[config.mk]
export PLATFORM = sky130hd
export DESIGN_NAME = vx_fetch_sched_flat
export DESIGN_NICKNAME = d
export VERILOG_FILES = /design/src/rtl/vx_fetch_sched_if.sv /design/src/rtl/vx_fetch_sched.sv /design/src/flat_wrapper.sv
export SDC_FILE = /design/constraint.sdc
export NUM_CORES = 1
export LEC_CHECK = 0
export CAP_MARGIN = 20
export CORE_ASPECT_RATIO = 1.5
export CORE_MARGIN = 2
export CORE_UTILIZATION = 59
export CTS_BUF_LIST = sky130_fd_sc_hd__clkbuf_8
export DETAILED_ROUTE_END_ITERATION = 10
export DONT_BUFFER_PORTS = 1
export PLACE_DENSITY = 0.78
export SLEW_MARGIN = 5
export SYNTH_ARGS = -nofsm -noshare
export SYNTH_HDL_FRONTEND = slang
export SYNTH_SLANG_ARGS = --single-unit
export TNS_END_PERCENT = 20
[constraint.sdc]
create_clock -name clk -period 2.16 [get_ports clk]
set_clock_uncertainty 0.2 [all_clocks]
set_input_delay 0.216 -clock clk [delete_from_list [all_inputs] [get_ports clk]]
set_output_delay 0.216 -clock clk [all_outputs]
set_load 0.005 [all_outputs]
[src/rtl/vx_fetch_sched_if.sv]
// Fetch request handshake between the warp scheduler (master) and the fetch stage (slave).
// The fetch stage accepts a request in any cycle where sched_valid and sched_ready are both 1.
interface vx_fetch_sched_if #(
  parameter int NUM_WARPS = 4
);
  localparam int NW_WIDTH = (NUM_WARPS > 1) ? $clog2(NUM_WARPS) : 1;

  logic                sched_valid;
  logic [NW_WIDTH-1:0] sched_wid;
  logic                sched_ready;

  modport master (output sched_valid, output sched_wid, input sched_ready);
  modport slave  (input sched_valid, input sched_wid, output sched_ready);
endinterface

[src/rtl/vx_fetch_sched.sv]
// Credit-based round-robin fetch scheduler: one instruction-buffer credit per slot per warp,
// with a registered request that is held stable until the fetch stage accepts it.
module vx_fetch_sched #(
  parameter int NUM_WARPS = 4,
  parameter int IBUF_SIZE = 4
) (
  input  logic                 clk,
  input  logic                 reset,
  input  logic [NUM_WARPS-1:0] warp_active,
  input  logic [NUM_WARPS-1:0] warp_stall,
  input  logic [NUM_WARPS-1:0] ibuf_pop,
  vx_fetch_sched_if.master     fetch,
  output logic [NUM_WARPS-1:0] warp_idle,
  output logic                 busy
);
  localparam int NW_WIDTH = (NUM_WARPS > 1) ? $clog2(NUM_WARPS) : 1;
  localparam int CW       = $clog2(IBUF_SIZE + 1);
  localparam logic [CW-1:0]       FULL     = CW'(IBUF_SIZE);
  localparam logic [NW_WIDTH-1:0] LAST_WID = NW_WIDTH'(NUM_WARPS - 1);

  logic [NUM_WARPS-1:0][CW-1:0] credit;
  logic [NUM_WARPS-1:0][CW-1:0] credit_n;
  logic [NUM_WARPS-1:0]         fire_sel;
  logic [NUM_WARPS-1:0]         elig_n;
  logic [NUM_WARPS-1:0]         pop_ovf;
  logic                         valid_q;
  logic [NW_WIDTH-1:0]          wid_q;
  logic [NW_WIDTH-1:0]          rr_ptr;
  logic                         started;
  logic                         fire;
  logic                         load;
  logic                         sel_found;
  logic [NW_WIDTH-1:0]          sel_wid;

  assign fire = valid_q && fetch.sched_ready;
  // started delays the first load by one edge after reset release
  assign load = started && (!valid_q || fire);

  always_comb begin
    fire_sel = '0;
    pop_ovf  = '0;
    elig_n   = '0;
    credit_n = credit;
    for (int i = 0; i < NUM_WARPS; i++) begin
      fire_sel[i] = fire && (wid_q == NW_WIDTH'(i));
      pop_ovf[i]  = ibuf_pop[i] && !fire_sel[i] && (credit[i] == FULL);
      if (fire_sel[i] && !ibuf_pop[i]) begin
        credit_n[i] = credit[i] - CW'(1);
      end else if (ibuf_pop[i] && !fire_sel[i] && (credit[i] != FULL)) begin
        credit_n[i] = credit[i] + CW'(1);
      end
      elig_n[i] = warp_active[i] && !warp_stall[i] && (credit_n[i] != '0);
    end
  end

  // Round-robin search starting one past the last granted warp
  always_comb begin
    int idx;
    sel_found = 1'b0;
    sel_wid   = '0;
    idx       = 0;
    for (int k = 1; k <= NUM_WARPS; k++) begin
      idx = int'(rr_ptr) + k;
      if (idx >= NUM_WARPS) idx = idx - NUM_WARPS;
      if (!sel_found && elig_n[idx]) begin
        sel_found = 1'b1;
        sel_wid   = NW_WIDTH'(idx);
      end
    end
  end

  always_ff @(posedge clk or negedge reset) begin
    if (!reset) begin
      credit  <= {NUM_WARPS{FULL}};
      valid_q <= 1'b0;
      wid_q   <= '0;
      rr_ptr  <= LAST_WID;
      started <= 1'b0;
    end else begin
      started <= 1'b1;
      credit  <= credit_n;
      if (load) begin
        valid_q <= sel_found;
        if (sel_found) begin
          wid_q  <= sel_wid;
          rr_ptr <= sel_wid;
        end
      end
    end
  end

  always_comb begin
    for (int i = 0; i < NUM_WARPS; i++) begin
      warp_idle[i] = (credit[i] == FULL);
    end
  end

  assign busy              = valid_q || !(&warp_idle);
  assign fetch.sched_valid = valid_q;
  assign fetch.sched_wid   = wid_q;

  // A credit return on a warp that already holds every credit means the buffer lost track
  a_pop_overflow : assert property (@(posedge clk) disable iff (!reset) pop_ovf == '0);
endmodule
[src/flat_wrapper.sv]
// flat-port wrapper written by rule: the top's interface ports become plain ports
module vx_fetch_sched_flat 
#(
  parameter int NUM_WARPS = 4,
  parameter int IBUF_SIZE = 4
)
  (clk, reset, warp_active, warp_stall, ibuf_pop, warp_idle, busy, fetch_sched_valid, fetch_sched_wid, fetch_sched_ready);
  vx_fetch_sched_if #(.NUM_WARPS(NUM_WARPS)) fetch_i ();
  input  logic clk;
  input  logic reset;
  input  logic [NUM_WARPS-1:0] warp_active;
  input  logic [NUM_WARPS-1:0] warp_stall;
  input  logic [NUM_WARPS-1:0] ibuf_pop;
  output logic [NUM_WARPS-1:0] warp_idle;
  output logic busy;
  output wire logic [$bits(fetch_i.sched_valid)-1:0] fetch_sched_valid;
  output wire logic [$bits(fetch_i.sched_wid)-1:0] fetch_sched_wid;
  input wire logic [$bits(fetch_i.sched_ready)-1:0] fetch_sched_ready;
  assign fetch_sched_valid = fetch_i.sched_valid;
  assign fetch_sched_wid = fetch_i.sched_wid;
  assign fetch_i.sched_ready = fetch_sched_ready;
  vx_fetch_sched #(.NUM_WARPS(NUM_WARPS), .IBUF_SIZE(IBUF_SIZE)) u_core (.clk(clk), .reset(reset), .warp_active(warp_active), .warp_stall(warp_stall), .ibuf_pop(ibuf_pop), .fetch(fetch_i), .warp_idle(warp_idle), .busy(busy));
endmodule
### After elaboration in Yosys (flattened, before gate mapping)

Cells that the tools add are included.

| word-level totals | value |
|---|---|
| bits of input ports | 15 |
| register bits | 18 |
| logic and storage cells | 130 |

| cells by class | value |
|---|---|
| add/sub/neg operators | 16 |
| mux-type cells | 32 |
| $lt $le $gt $ge | 8 |
| reduce and logical (&&, ||, !) cells | 55 |
| equality and inequality tests | 11 |

Operator list:

| kind | number |
|---|---|
| greater-or-equal comparator 32 x 4 -> 1 bit, second input constant | 4 |
| less-than comparator 32 x 4 -> 1 bit, second input constant | 4 |
| 2-to-1 mux 32 bit | 4 |
| subtractor 32 x 4 -> 32 bit, second input constant | 4 |
| logical AND 1 bit | 29 |
| 2-to-1 mux 3 bit | 8 |
| zero test 1 bit | 17 |
| adder 3 x 1 -> 3 bit, second input constant | 4 |
| == test 3 bit, second input constant | 4 |
| 2-to-1 mux 1 bit | 12 |
| != test 3 bit, second input constant | 4 |
| nonzero test 3 bit | 4 |
| subtractor 3 x 1 -> 3 bit, second input constant | 4 |
| binary-select mux 1 bit (select 2 bit) | 4 |
| 2-to-1 mux 2 bit | 4 |
| adder 2 x 2 -> 3 bit, second input constant | 2 |
| adder 2 x 3 -> 4 bit, second input constant | 1 |
| == test 2 bit, second input constant | 2 |
| AND reduction 4 bit | 1 |
| adder 2 x 1 -> 3 bit, second input constant | 1 |
| == test 2 x 1 -> 1 bit, second input constant | 1 |
| zero test 2 bit | 1 |
| logical OR 1 bit | 2 |
| AND reduction 2 bit | 1 |

### Depth between registers and ports, before layout

| depth | value |
|---|---|
| depth in word-level cells | 23 |
| depth in mapped cells | 10 |
| depth with buffers taken out | 10 |

### Worst setup path before layout

Ideal clock, no wire load.

| path | value |
|---|---|
| kind | register -> register |
| start point | register u_core.valid_q, in the netlist u_core.fetch.sched_valid |
| end point | register u_core.rr_ptr[0] |
| data arrival time | 2.050 ns |
| setup time | 0.073 ns |
| path slack | -0.163 ns |
| required time | 1.887 ns |
| cell stages (with the launch flop) | 10 |
| clock period less this slack | 2.323 ns |
| cell sequence | dfrtp_1 buf_6 and4_4 buf_6 or4b_4 o211ai_2 a31o_1 a41o_2 nand3b_1 a21boi_1 |

| between the ends | value |
|---|---|
| word-level cells in the longest chain between the ends | 23 |

Ends and longest elaborated chain:

| element | RTL line | source |
|---|---|---|
| start, declared | vx_fetch_sched.sv:26 | `logic valid_q;` |
| start signal, assigned | vx_fetch_sched.sv:83 | `valid_q <= sel_found;` |
| logical AND 1 bit | vx_fetch_sched.sv:35 | `assign fire = valid_q && fetch.sched_ready;` |
| logical AND 1 bit | vx_fetch_sched.sv:45 | `fire_sel[i] = fire && (wid_q == NW_WIDTH'(i));` |
| zero test 1 bit | -- |  |
| logical AND 1 bit, on equally long branches | -- |  |
| logical AND 1 bit | vx_fetch_sched.sv:49 | `end else if (ibuf_pop[i] && !fire_sel[i] && (credit[i] != FULL)) begin` |
| 2-to-1 mux 3 bit | vx_fetch_sched.sv:49 |  |
| 2-to-1 mux 3 bit | vx_fetch_sched.sv:47 | `if (fire_sel[i] && !ibuf_pop[i]) begin` |
| nonzero test 3 bit | vx_fetch_sched.sv:52 | `elig_n[i] = warp_active[i] && !warp_stall[i] && (credit_n[i] != '0);` |
| [7 not listed] | -- |  |
| 2-to-1 mux 1 bit | vx_fetch_sched.sv:65 | `if (!sel_found && elig_n[idx]) begin` |
| zero test 1 bit | vx_fetch_sched.sv:65 |  |
| logical AND 1 bit | vx_fetch_sched.sv:65 |  |
| 2-to-1 mux 1 bit | vx_fetch_sched.sv:65 |  |
| zero test 1 bit | vx_fetch_sched.sv:65 |  |
| logical AND 1 bit | vx_fetch_sched.sv:65 |  |
| 2-to-1 mux 1 bit | vx_fetch_sched.sv:65 |  |
| AND reduction 2 bit (no source line) | -- |  |
| end signal, assigned | vx_fetch_sched.sv:86 | `rr_ptr <= sel_wid;` |
| end, declared | vx_fetch_sched.sv:28 | `logic [NW_WIDTH-1:0] rr_ptr;` |

Parallel ways exist; a longest one is shown, timed or not. The select of a mux whose other input is x is not followed.
A chain may end at the register's enable or synchronous reset.

==> out/metrics.csv <==
metric,value,unit
number of global-route vias before repair,1573,
post-synthesis mux area share,7.64,%
Clock transition at path regs,0.07,ns
DRC violation total after the first TritonRoute iteration,34,
Total GRT Usage,32.1,%
Worst-Margin Slew,0.869,ns
GRT overflow,0,
crit-path leading delay family,compound AO/OA/AOI/OAI gates,
Synth top cells by count,"25 x inv_1, 12 x dfrtp_1, 12 x ha_1, 12 x mux2i_1, 8 x nand4b_1",
CTS tree,yes,
share of the synthesized area in the top cell type,19.1,%
RD Place Congestion,0.825,
Post-Synth XOR/XNOR Area,2.23,%
post-synthesis async set-or-reset flop share,100,%
Hold Crit Depth,2,
die height,67.2,um
largest net degree at the start of global routing,19,
reg2reg start,u_core.fetch.sched_wid[0]$_DFFE_PN0P_,
PwrDens,1450,nW/um^2
complex-gate fraction of the synthesized area,19.7,%
Ys Warns,0,
WS Path Type,reg2reg,
Nets,244,
first-pass GRT wire length,7150,um
Period minus WS final,2.49,ns
crit path launch,u_core.fetch.sched_wid[0]$_DFFE_PN0P_,
"Top FF cell, synth",dfrtp_1,
CTS sink cnt,18,
main combinational cell family by area after synthesis,simple AND/OR/NAND/NOR gates,
synth unique cells,46,
total number of vias,1496,
diode count,0,
sequential area share after synthesis,29.1,%
# port buffers,0,
initial antenna violation count,0,
post-synthesis cell area,1570,sq um
DR WL/cell,18.2,um
Max-Slew Margin vs Limit,41.9,%
Synth area leaders,"dfrtp_1 19%, dfstp_2 10%, ha_1 9.5%, mux2i_1 7.6%, inv_1 6.0%",
row count,22,
VDD IR max,1.08,mV
"Req. time, crit path",2.15,ns
setup slack after layout,-0.329,ns
placed cell areas,1890,sq um
routed wire length,4380,um
Die Wd,46.2,um
layout cell share with drive strength beyond 1,38.4,%
status,"finished, violations left",
First-pass DRT Iterations,4,
reg-to-reg critical path endpoint,u_core.fetch.sched_wid[0]$_DFFE_PN0P_,
Post-Synth Simple-Gate Area,22.1,%
Area growth syn-to-layout,31.0,%
Hold WS,0.0229,ns
Hold Path End,u_core.credit[7]$_DFF_PN0_,
beginning of the worst hold path,ibuf_pop[2],
Worst EP arrival,2.48,ns
Num CTS Buffers,3,
worst path cell trace,and4b_2 > mux2i_2 > a31oi_2 > o311ai_4 > a41o_2 > nand3b_1 > a21boi_2,
RSZ-0062 raised after global routing,true,
post-route cell area,2060,sq um
Clock Latency Late Sink,0.27,ns
vias per cell,6.23,
Initial Util,63.5,%
cells after synthesis,166,
CP Max Fanout,7,
CTS max path bufs,2,
Lkg Pwr,1.01,nW
H-tree levels,1,
IO Pins,23,
"Core Util, Final",83.2,%
DR DRC count,0,
count of pins over their slew limit,0,
crit start category,flop,
"flops & latches, synth",18,
# setup viols final,5,
Adder-Cell Fraction of Synth Area,9.55,%
Worst path max stage delay,0.45,ns
fin crit share,115,%
dpl hpwl,3000,um
most frequent cell after synthesis,inv_1,
Place WS,-0.298,ns
Max-cap violations,0,
core area,2480,sq um
post-route ant nets,0,
dominant cell type by area after synthesis,dfrtp_1,
Post-synth EDFFs,0,
f_max,402,MHz
die area,3100,sq um
CP endpoint kind,flop,
Fin. Hold Viols,0,
CP bufs+invs,0,
"Slowest-stage cell, CP",dfrtp_2,
Hold WC Path Type,in2reg,
failing checks,negative setup slack,
worst r2r path cells,7,
syn_area_per_cell,9.47,sq um
r2r setup slk,-0.33,ns
clock root cell,clkbuf_8,
Synth Net Count,193,
-- power breakdown --
group          internal, mW  switching, mW
clock network         0.163          0.128
logic                  1.08          0.928
registers             0.540          0.158
total                  1.78           1.21
-- layout make-up --
type,count,area (sq um)
Inverter,25,93.8
Multi-Input combinational cell,116,1010
Fill cell,143,417
Clock buffer,4,55.1
Tap cell,24,30.0
Sequential cell,18,462
Timing Repair Buffer,53,408
-- logic make-up after synthesis --
| kind of cell | after synthesis |
|---|---|
| simple gates | 51 |
| compound gates | 36 |
| buf+inv | 32 |
| flops | 18 |
| fa+ha+maj | 12 |
| mux | 12 |
| xor+xnor | 4 |
| other cells | 1 |
-- worst max path at each step --
stage,to,slack (ns),cells after the start
final,u_core.fetch.sched_wid[0]$_DFFE_PN0P_,-0.33,7
after global placement,u_core.fetch.sched_valid$_DFFE_PN0P_,-0.24,7
after CTS,u_core.fetch.sched_valid$_DFFE_PN0P_,-0.26,7
after global routing,u_core.fetch.sched_wid[0]$_DFFE_PN0P_,-0.41,10
after detailed placement,u_core.fetch.sched_valid$_DFFE_PN0P_,-0.30,7
after floorplan,u_core.fetch.sched_wid[0]$_DFFE_PN0P_,-0.14,9
-- flip-flops by register name, indices dropped and copies added (netlist names) --
register and flops:
u_core.credit 12, u_core.fetch.sched_wid 2, u_core.rr_ptr 2, u_core.fetch.sched_valid 1, u_core.started 1
-- worst register-to-register path, cell delays in order (launching register included) --
cell      delay [ns]
dfrtp_2         0.45
and4b_2         0.38
mux2i_2         0.28
a31oi_2         0.10
o311ai_4        0.37
a41o_2          0.31
nand3b_1        0.14
a21boi_2        0.18
-- through the flow --
| step | instances | TNS [ns] | total power [mW] |
|---|---|---|---|
| 2_1_floorplan | 166 | -0.602 | 1.62 |
| 3_3_place_gp | 228 | -1.02 | 2.39 |
| 3_5_place_dp | 228 | -1.35 | 2.50 |
| 4_1_cts | 239 | -1.14 | 2.90 |
| 5_1_grt | 240 | -1.76 | 3.18 |
| 6_report | 240 | -1.42 | 3.00 |
-- routing by layer --
layer	up-vias	routed length (um)	track usage, %
met5	-	0	0
li1	702	-	-
met3	21	213	5.61
met2	56	2320	56.4
met4	0	223	18.9
met1	717	1620	34.0
-- what timing repair did --
item	in CTS	in global routing
pin swaps	2	3
endpoints found under the hold margin	21	0
setup endpoints to repair	5	5
resized for setup	8	6
setup buffers	3	1
hold buffers	4	0
-- cell usage in the layout (no fill, tap or decap), drive strengths merged, types with 2 or more instances in the layout --
| cell type | instances |
|---|---|
| a31oi | 5 |
| a311oi | 3 |
| nand4b | 8 |
| nor2 | 4 |
| and2 | 3 |
| a31o | 3 |
| nand2b | 3 |
| nand3b | 6 |
| dlygate4sd3 | 4 |
| dfstp | 6 |
| nand2 | 7 |
| a21bo | 3 |
| dfrtp | 12 |
| clkbuf | 4 |
| o311ai | 2 |
| ha | 12 |
| nand4 | 3 |
| and4b | 2 |
| xnor2 | 4 |
| nor2b | 4 |
| a21boi | 3 |
| inv | 25 |
| nand3 | 6 |
| buf | 49 |
| o21ai | 3 |
| mux2i | 12 |
| a21o | 2 |
| a21oi | 2 |
| o211ai | 4 |
Power figures use the tool's default switching activity.
